**src/rtl/multicycle_core.sv**
```systemverilog
// Multi-cycle 3-bit-opcode core: FETCH/DECODE/EXEC/MEM/WB/HALT with req/ack memory ports.
// Optional 16-bit retired-instruction counter enabled by MULTICYCLE_CORE_RETIRE_CNT_EN.
module multicycle_core #(
  parameter int DATA_W = 8,
  parameter int REG_AW = 2,
  parameter int IMM_W  = 3,
  parameter int ADDR_W = 8,
  localparam int INSTR_W = 3 + 2*REG_AW + IMM_W
) (
  input  logic               clk,
  input  logic               reset,
  output logic               if_req,
  output logic [ADDR_W-1:0]  if_addr,
  input  logic               if_ack,
  input  logic [INSTR_W-1:0] if_data,
  output logic               dm_req,
  output logic               dm_we,
  output logic [ADDR_W-1:0]  dm_addr,
  output logic [DATA_W-1:0]  dm_wdata,
  input  logic               dm_ack,
  input  logic [DATA_W-1:0]  dm_rdata,
  output logic [ADDR_W-1:0]  pc,
  output logic               halted,
  output logic [2:0]         state
`ifdef MULTICYCLE_CORE_RETIRE_CNT_EN
  ,
  output logic [15:0]        retire_cnt
`endif
);

  localparam int NREGS = 2**REG_AW;

  typedef enum logic [2:0] {
    S_FETCH  = 3'd0,
    S_DECODE = 3'd1,
    S_EXEC   = 3'd2,
    S_MEM    = 3'd3,
    S_WB     = 3'd4,
    S_HALT   = 3'd5
  } state_t;

  localparam logic [2:0] OP_ADD  = 3'b000;
  localparam logic [2:0] OP_SUB  = 3'b001;
  localparam logic [2:0] OP_ADDI = 3'b010;
  localparam logic [2:0] OP_LW   = 3'b011;
  localparam logic [2:0] OP_SW   = 3'b100;
  localparam logic [2:0] OP_BEQ  = 3'b101;
  localparam logic [2:0] OP_AND  = 3'b110;
  localparam logic [2:0] OP_HALT = 3'b111;

  function automatic logic [DATA_W-1:0] sext_d(input logic signed [IMM_W-1:0] v);
    return DATA_W'(v);
  endfunction

  function automatic logic [ADDR_W-1:0] sext_a(input logic signed [IMM_W-1:0] v);
    return ADDR_W'(v);
  endfunction

  function automatic logic [ADDR_W-1:0] to_addr(input logic [DATA_W-1:0] v);
    return ADDR_W'(v);
  endfunction

  state_t               state_q, state_d;
  logic [ADDR_W-1:0]    pc_q, pc_d;
  logic [INSTR_W-1:0]   ir_q, ir_d;
  logic [DATA_W-1:0]    a_q, a_d, b_q, b_d, alu_q, alu_d;
  logic                 if_req_q, if_req_d;
  logic                 dm_req_q, dm_req_d, dm_we_q, dm_we_d;
  logic [ADDR_W-1:0]    dm_addr_q, dm_addr_d;
  logic [DATA_W-1:0]    dm_wdata_q, dm_wdata_d;
  logic [DATA_W-1:0]    rf_q [NREGS];
  logic                 rf_we;

  logic [2:0]                  op;
  logic [REG_AW-1:0]           rd, rs;
  logic signed [IMM_W-1:0]     imm;

  assign op  = ir_q[INSTR_W-1 -: 3];
  assign rd  = ir_q[IMM_W + 2*REG_AW - 1 -: REG_AW];
  assign rs  = ir_q[IMM_W + REG_AW - 1 -: REG_AW];
  assign imm = ir_q[IMM_W-1:0];

  always_comb begin
    state_d    = state_q;
    pc_d       = pc_q;
    ir_d       = ir_q;
    a_d        = a_q;
    b_d        = b_q;
    alu_d      = alu_q;
    if_req_d   = if_req_q;
    dm_req_d   = dm_req_q;
    dm_we_d    = dm_we_q;
    dm_addr_d  = dm_addr_q;
    dm_wdata_d = dm_wdata_q;
    rf_we      = 1'b0;
    case (state_q)
      S_FETCH: begin
        // An ack only counts while our request is actually up.
        if (if_req_q && if_ack) begin
          ir_d     = if_data;
          if_req_d = 1'b0;
          state_d  = S_DECODE;
        end else begin
          if_req_d = 1'b1;
        end
      end
      S_DECODE: begin
        a_d     = rf_q[rd];
        b_d     = rf_q[rs];
        state_d = (op == OP_HALT) ? S_HALT : S_EXEC;
      end
      S_EXEC: begin
        case (op)
          OP_ADD:  begin alu_d = a_q + b_q;         state_d = S_WB; end
          OP_SUB:  begin alu_d = a_q - b_q;         state_d = S_WB; end
          OP_ADDI: begin alu_d = a_q + sext_d(imm); state_d = S_WB; end
          OP_AND:  begin alu_d = a_q & b_q;         state_d = S_WB; end
          OP_LW, OP_SW: begin
            dm_addr_d  = to_addr(b_q + sext_d(imm));
            dm_we_d    = (op == OP_SW);
            dm_wdata_d = a_q;
            dm_req_d   = 1'b1;
            state_d    = S_MEM;
          end
          OP_BEQ: begin
            pc_d     = (a_q == b_q) ? pc_q + ADDR_W'(1) + sext_a(imm) : pc_q + ADDR_W'(1);
            if_req_d = 1'b1;
            state_d  = S_FETCH;
          end
          default: state_d = S_HALT;
        endcase
      end
      S_MEM: begin
        if (dm_req_q && dm_ack) begin
          dm_req_d = 1'b0;
          dm_we_d  = 1'b0;
          if (op == OP_SW) begin
            pc_d     = pc_q + ADDR_W'(1);
            if_req_d = 1'b1;
            state_d  = S_FETCH;
          end else begin
            alu_d   = dm_rdata;
            state_d = S_WB;
          end
        end
      end
      S_WB: begin
        rf_we    = 1'b1;
        pc_d     = pc_q + ADDR_W'(1);
        if_req_d = 1'b1;
        state_d  = S_FETCH;
      end
      S_HALT: begin
        if_req_d = 1'b0;
        dm_req_d = 1'b0;
      end
      default: state_d = S_FETCH;
    endcase
  end

  always_ff @(posedge clk or posedge reset) begin
    if (reset) state_q <= S_FETCH;
    else       state_q <= state_d;
  end

  always_ff @(posedge clk or posedge reset) begin
    if (reset) begin
      pc_q       <= '0;
      ir_q       <= '0;
      a_q        <= '0;
      b_q        <= '0;
      alu_q      <= '0;
      if_req_q   <= 1'b0;
      dm_req_q   <= 1'b0;
      dm_we_q    <= 1'b0;
      dm_addr_q  <= '0;
      dm_wdata_q <= '0;
      for (int i = 0; i < NREGS; i++) rf_q[i] <= '0;
    end else begin
      pc_q       <= pc_d;
      ir_q       <= ir_d;
      a_q        <= a_d;
      b_q        <= b_d;
      alu_q      <= alu_d;
      if_req_q   <= if_req_d;
      dm_req_q   <= dm_req_d;
      dm_we_q    <= dm_we_d;
      dm_addr_q  <= dm_addr_d;
      dm_wdata_q <= dm_wdata_d;
      if (rf_we) rf_q[rd] <= alu_q;
    end
  end

  assign if_req   = if_req_q;
  assign if_addr  = pc_q;
  assign dm_req   = dm_req_q;
  assign dm_we    = dm_we_q;
  assign dm_addr  = dm_addr_q;
  assign dm_wdata = dm_wdata_q;
  assign pc       = pc_q;
  assign halted   = (state_q == S_HALT);
  assign state    = state_q;

`ifdef MULTICYCLE_CORE_RETIRE_CNT_EN
  logic [15:0] retire_q;
  logic        retire;

  // HALT retires as it is entered; every other op retires on its final state exit.
  always_comb begin
    retire = (state_q == S_WB)
          || (state_q == S_EXEC && op == OP_BEQ)
          || (state_q == S_MEM && dm_req_q && dm_ack && op == OP_SW)
          || (state_q == S_DECODE && op == OP_HALT);
  end

  always_ff @(posedge clk or posedge reset) begin
    if (reset)                                retire_q <= '0;
    else if (retire && retire_q != 16'hFFFF)  retire_q <= retire_q + 16'd1;
  end

  assign retire_cnt = retire_q;
`endif

endmodule

```
**config.mk**
```make
export PLATFORM = sky130hd
export DESIGN_NAME = multicycle_core
export DESIGN_NICKNAME = d
export VERILOG_FILES = /design/src/rtl/multicycle_core.sv
export SDC_FILE = /design/constraint.sdc
export NUM_CORES = 1
export LEC_CHECK = 0
export ABC_AREA = 1
export ABC_CLOCK_PERIOD_IN_PS = 2900
export BUFFER_PORTS_ARGS = -buffer_cell sky130_fd_sc_hd__buf_2
export CAP_MARGIN = 20
export CORE_MARGIN = 2
export CORE_UTILIZATION = 50
export CTS_CLUSTER_DIAMETER = 40
export DETAILED_ROUTE_END_ITERATION = 16
export PLACE_DENSITY_LB_ADDON = 0.08
export SLEW_MARGIN = 20
export SYNTH_ARGS = -nofsm -noshare
export SYNTH_HDL_FRONTEND = slang
export SYNTH_SLANG_ARGS = --single-unit
export TNS_END_PERCENT = 30
```
**constraint.sdc**
```tcl
create_clock -name clk -period 2.9 [get_ports clk]
set_clock_uncertainty 0.1 [all_clocks]
set_input_delay 0.145 -clock clk [delete_from_list [all_inputs] [get_ports clk]]
set_output_delay 0.145 -clock clk [all_outputs]
set_load 0.1 [all_outputs]
```
-- Word-level counts from Yosys, hierarchy flattened
Index checks and enable logic that the tools add are counted.
- multiplexer cells: 35
- magnitude comparators: 3
- equal/unequal tests: 20
- add/sub/neg operators: 6
- reduce and logical (&&, ||, !) cells: 19
- $mul: 0
- bitwise logic cells: 4
- div/mod/pow operators: 0
- shifts and indexed selects: 0
- operators with widths (kind ; count):
    $mux W8 ; 11
    $add A8 B8 Y8 ; 4
    $bmux W8 S2 ; 2
    $bwmux W32 ; 1
    $pmux W8 S4 ; 1
    $pmux W8 S3 ; 1
    $eq A3 B3 Y1 const B ; 6
    $demux W8 S2 ; 1
    $pmux W8 S2 ; 1
    $pmux W3 S5 ; 1
    $eq A3 B2 Y1 const B ; 4
    $mux W3 ; 4
    $ne A2 B2 Y1 const B ; 6
    $reduce_and A4 Y1 ; 3
    $pmux W3 S3 ; 1
    $reduce_and A3 Y1 ; 3
    $add A8 B1 Y8 const B ; 1
    $and A8 B8 Y8 ; 1
    $eq A8 B8 Y1 ; 1
    $mux W1 ; 8
    $sub A8 B8 Y8 ; 1
    $eq A3 B1 Y1 const B ; 2
    $ge A3 B3 Y1 const B ; 2
    $logic_not A3 Y1 ; 2
    other kinds (14) ; 19
- memories: 0
- word-level logic and storage cells: 102
- register bits: 96
- RAM bits: 0
- latch bits: 0
- bits in read-only memories: 0
- input port bits: 22

-- Longest topological paths before layout
- depth in word-level cells: 6
- mapped depth: 17

-- Least setup slack after synthesis
Ideal clock, no wire load.
- kind: flip-flop to flip-flop
- start point: register pc_q[1], in the netlist if_addr[1]
- end point: register pc_q[7], in the netlist if_addr[7]
- arrival: 2.762 ns
- cell stages (with the launch flop): 16
- library setup time: 0.122 ns
- buffers on the path: 0
- clock period less this slack: 2.984 ns
- setup slack: -0.084 ns
- path through: dfrtp_1 ha_1 nand2_1 nor3_1 xor2_1 ha_1 nand2_1 inv_1 a21oi_1 nand2_1 nand2_1 nand3_1 nand2_1 nand3_1 nand2_1 nand2_1
- cells in the longest elaborated chain, start to end: 5
- ends and longest elaborated chain (item ; line ; RTL):
    from (decl) ; 64 ; logic [ADDR_W-1:0] pc_q, pc_d;
    from (signal assigned) ; 180 ; pc_q <= pc_d;
    $add A8 B1 Y8 (*) ; 126, 138, 149 ;
    $add A8 B8 Y8 ; 126 ; pc_d = (a_q == b_q) ? pc_q + ADDR_W'(1) + sext_a(imm) : pc_q + ADDR_W'(1);
    $mux W8 ; 126 ;
    $mux W8 ; 113 ; case (op)
    $pmux W8 S3 (*) ; 96 ; case (state_q)
Mark *: on every way between the ends. The rest lies on a longest branch, timed or not. The select of a mux whose other input is x is not followed.
A chain may end at the register's enable or synchronous reset.

-- Worst setup path in the final report
- start point: register ir_q[9]
- end point: register alu_q[4]
- cells in the longest elaborated chain, start to end: 3
- ends and longest elaborated chain (item ; line ; RTL):
    from (decl) ; 65 ; logic [INSTR_W-1:0] ir_q, ir_d;
    from (signal assigned) ; 181 ; ir_q <= ir_d;
    $eq A3 B3 Y1, or another cell as far along ; 113 ;
    $pmux W8 S4, or another cell as far along ; 113 ;
    $pmux W8 S2 or $reduce_and A4 Y1 (tied branches) ; -- ;
    to (signal assigned) ; 184 ; alu_q <= alu_d;
    to (decl) ; 66 ; logic [DATA_W-1:0] a_q, a_d, b_q, b_d, alu_q, alu_d;
Several ways; a longest one is shown, not always the timed one.

==> implementation parameters <==
Parameter                              Value

Outcome
  Status ... complete, no violations

Logic synthesis
  Async S/R FF share, synth ... 1.00
  Top cells by area in the synthesized netlist ... dfrtp_1 39%, nand2_1 13%, ha_1 8.0%
  Count of warnings emitted by yosys ... 0
  Mean instance size in the synthesized netlist ... 7.67 sq um
  Share of the yosys chip area belonging to registers ... 0.392
  Synthesized netlist net count ... 864
  Top-area cell type share of the netlist area ... 0.392
  Commonest register cell after synthesis ... dfrtp_1
  Netlist area before placement ... 6130 sq um
  Cell count after synthesis ... 799
  Number of synthesized flops with an enable pin ... 0
  Post-synthesis register bit count ... 96
  Number of distinct library cell variants in the gate-level netlist after synthesis ... 46
  Library cell with the largest summed area after synthesis ... dfrtp_1

Clock network
  Total CTS buffers ... 9
  Worst skew pair latency ... 360 ps
  Setup fix buffers added after clock tree synthesis ... 0
  Clock net sink count ... 96
  Depth of the CTS H-tree ... 3
  Clock transition at the registers of the reported paths ... 70 ps
  Maximum number of buffers from clock root to sink ... 2
  CTS Root Cell ... clkbuf_16
  TritonCTS clock tree ... yes

Job
  Max cap viols ... 0

Placement
  Detail Placement HPWL ... 12.1 mm
  Routability congestion estimate from global placement ... 0.951
  Number of port buffers ... 60

STA
  Accumulated negative setup slack ... 0 ps
  Least-Margin Pin Slew ... 755 ps
  Final Critical Period ... 2690 ps
  Max-slew headroom ... 0.495
  Final Setup Violations ... 0
  RSZ-0062 raised after global routing ... no
  Max-slew violation total from the final report ... 0
  Part of the cycle the worst path needs ... 0.927
  Final count of hold timing violations ... 0
  Min Hold Slack ... 19.7 ps
  Timing-limited maximum frequency ... 372 MHz

Drt
  Number of design-rule violations left by the first detailed-router iteration ... 371
  TritonRoute pass-1 iters ... 6
  Remaining design rule violation count ... 0
  Number of vias per cell after detailed routing ... 5.45
  Detailed-route wire length ... 16.0 mm
  Vias ... 5,545
  Post-detailed-route count of antenna-violating nets ... 0
  Wire length per cell after detailed routing ... 15.7 um

Setup path
  Maximum cell stage delay along the critical path ... 430 ps
  Critical path required time ... 3040 ps
  Startpoint type of the worst setup path ... flip-flop
  Cell-by-cell listing of the critical path ... inv_2 -> nand3_1 -> inv_1 -> o21ai_0 -> ha_1 -> fa_1 -> nand3_1 -> nand2_1 -> or2_2 -> nand3_1 -> nand3_1 -> nor2_1 -> o21ai_1
  Buf+Inv Stages, Crit Path ... 2
  Slowest cell on the critical path ... dfrtp_1
  Top Family by Delay on Critical Path ... simple AND/OR/NAND/NOR gates
  Max FO, Critical Path ... 8
  Critical path data arrival time ... 2830 ps
  Type of the worst setup path ... reg2reg
  Worst setup EP type ... flip-flop
  Most used cell along the critical path ... nand3_1

Die
  Placeable Area ... 12,000 sq um
  I/O pin count ... 61
  Width of the die ... 115 um
  Height of the die ... 115 um
  Die ar. ... 13,200 sq um
  Starting density of the core ... 0.510
  Number of standard-cell rows in the floorplan ... 40

Cells and area
  Antenna Diode Count ... 0
  Area grow syn2layout ... 13.6%
  Core utilization of the finished layout ... 0.580
  Count of filler cells inserted in the layout ... 1,134
  Fraction of final layout cells with drive strength greater than 1 ... 0.140
  Layout Nets ... 933

Global routing
  Antenna violations before repair ... 0
  Global route total overflow ... 0
  Tot GR Track Use ... 0.254
  Largest net degree at the start of global routing ... 57
  Via count of the first global-routing pass ... 5,128
  Wire length of the first global-routing pass ... 26.0 mm

Min path
  HP Class ... in2reg
## cell type report
class	count	area (sq um)	share of cell area
clock inverter	2	16.3	0.00234
multi-input combinational	584	3240	0.465
timing repair buffer	80	498	0.0715
sequential	96	2400	0.345
tap	147	184	0.0264
clock buffer	12	256	0.0368
inverter	97	369	0.0530
## worst reg2reg max path: stages, from the launching register on
cell and delay (ps):
dfrtp_1 430, inv_2 170, nand3_1 150, inv_1 210, o21ai_0 110, ha_1 230, fa_1 430, nand3_1 90
nand2_1 70, or2_2 270, nand3_1 70, nand3_1 80, nor2_1 100, o21ai_1 60
## path summary, 6_finish.rpt
kind                       depth (start not counted)  slack (ps)     endpoint   startpoint
min reg2reg                                        2         370   dm_addr[6]   dm_addr[6]
max in group asynchronous                          4        1670     rf_q[18]        reset
max                                               13         210     alu_q[4]      ir_q[9]
max reg2reg                                       13         210     alu_q[4]      ir_q[9]
min                                                3          20     alu_q[4]  dm_rdata[4]
min in group asynchronous                          3         360  dm_wdata[4]        reset
## stage by stage
step           setup slack [ps]  std cells  area [sq um]
4_1_cts                     233       1018          6960
6_report                    212       1018          6960
2_1_floorplan             -68.3        799          6130
5_1_grt                    7.13       1018          6960
3_5_place_dp                249        990          6550
3_3_place_gp                303        990          6550
## Yosys cell counts, types with 7 or more instances
library cell  instances
inv_1                86
a21oi_1              41
inv_2                 9
xor2_1               11
o21ai_0              92
clkbuf_1             10
dfrtp_1              96
nand3_1              40
ha_1                 39
o22ai_1               8
nor2_1               52
nand4_1              18
nand2_1             213
buf_4                 9
o211ai_1              7
## registers in the layout, summed over array words and instances (netlist names)
register / flops
dm_we: 1
alu_q: 8
ir_q: 10
dm_req: 1
a_q: 8
if_addr: 8
dm_wdata: 8
b_q: 8
rf_q: 32
state: 3
dm_addr: 8
if_req: 1
## repair_timing
| item | CTS | global route |
|---|---|---|
| endpoints found under the setup margin | 0 | 1 |
| hold endpoints to repair | 68 | 0 |
| hold buffers | 14 | 0 |
| gates resized for setup | 0 | 1 |
## metal layers
layer / vias to the layer above / part of all wire / track usage
met4: 0 / 0.017 / 0.0811
met2: 160 / 0.48 / 0.413
li1: 2778 / - / -
met3: 21 / 0.043 / 0.0434
met1: 2586 / 0.46 / 0.349
met5: - / 0 / 0
## cells by family (layout without fill, tap and decap cells)
kind of cell,Yosys count,in the layout,synth area share
fa+ha+maj,43,43,0.0927
flops,96,96,0.392
mux,1,1,0.00184
simple gates,354,354,0.254
xor+xnor,13,13,0.0186
buf+inv,119,191,0.0815
compound gates,173,173,0.159
## placed cells by master (no fill, tap or decap), types with 2 or more instances in the layout
master,n
buf_4,5
o211ai_1,7
nand2_4,2
buf_2,60
a21oi_4,2
dfrtp_1,94
inv_4,2
o21ai_1,6
nand2_2,3
ha_1,39
xnor2_1,2
nor2_4,4
inv_2,9
a21boi_0,2
xor2_1,11
a21oi_2,2
dlygate4sd3_1,14
nand2_1,213
inv_1,85
clkbuf_16,9
o22ai_1,8
a21oi_1,40
nor3_2,2
a22oi_1,5
nand3b_1,3
a32oi_1,2
or2_2,5
fa_1,4
nand3_1,40
nand4_1,18
o21ai_0,92
nor3_1,4
nor3_4,2
nor2_1,52
dfrtp_2,2
nor2_2,4
clkbuf_8,2
Power is not shown: default switching activity piles up to over one toggle a cycle in this logic, so the estimate is an artifact.
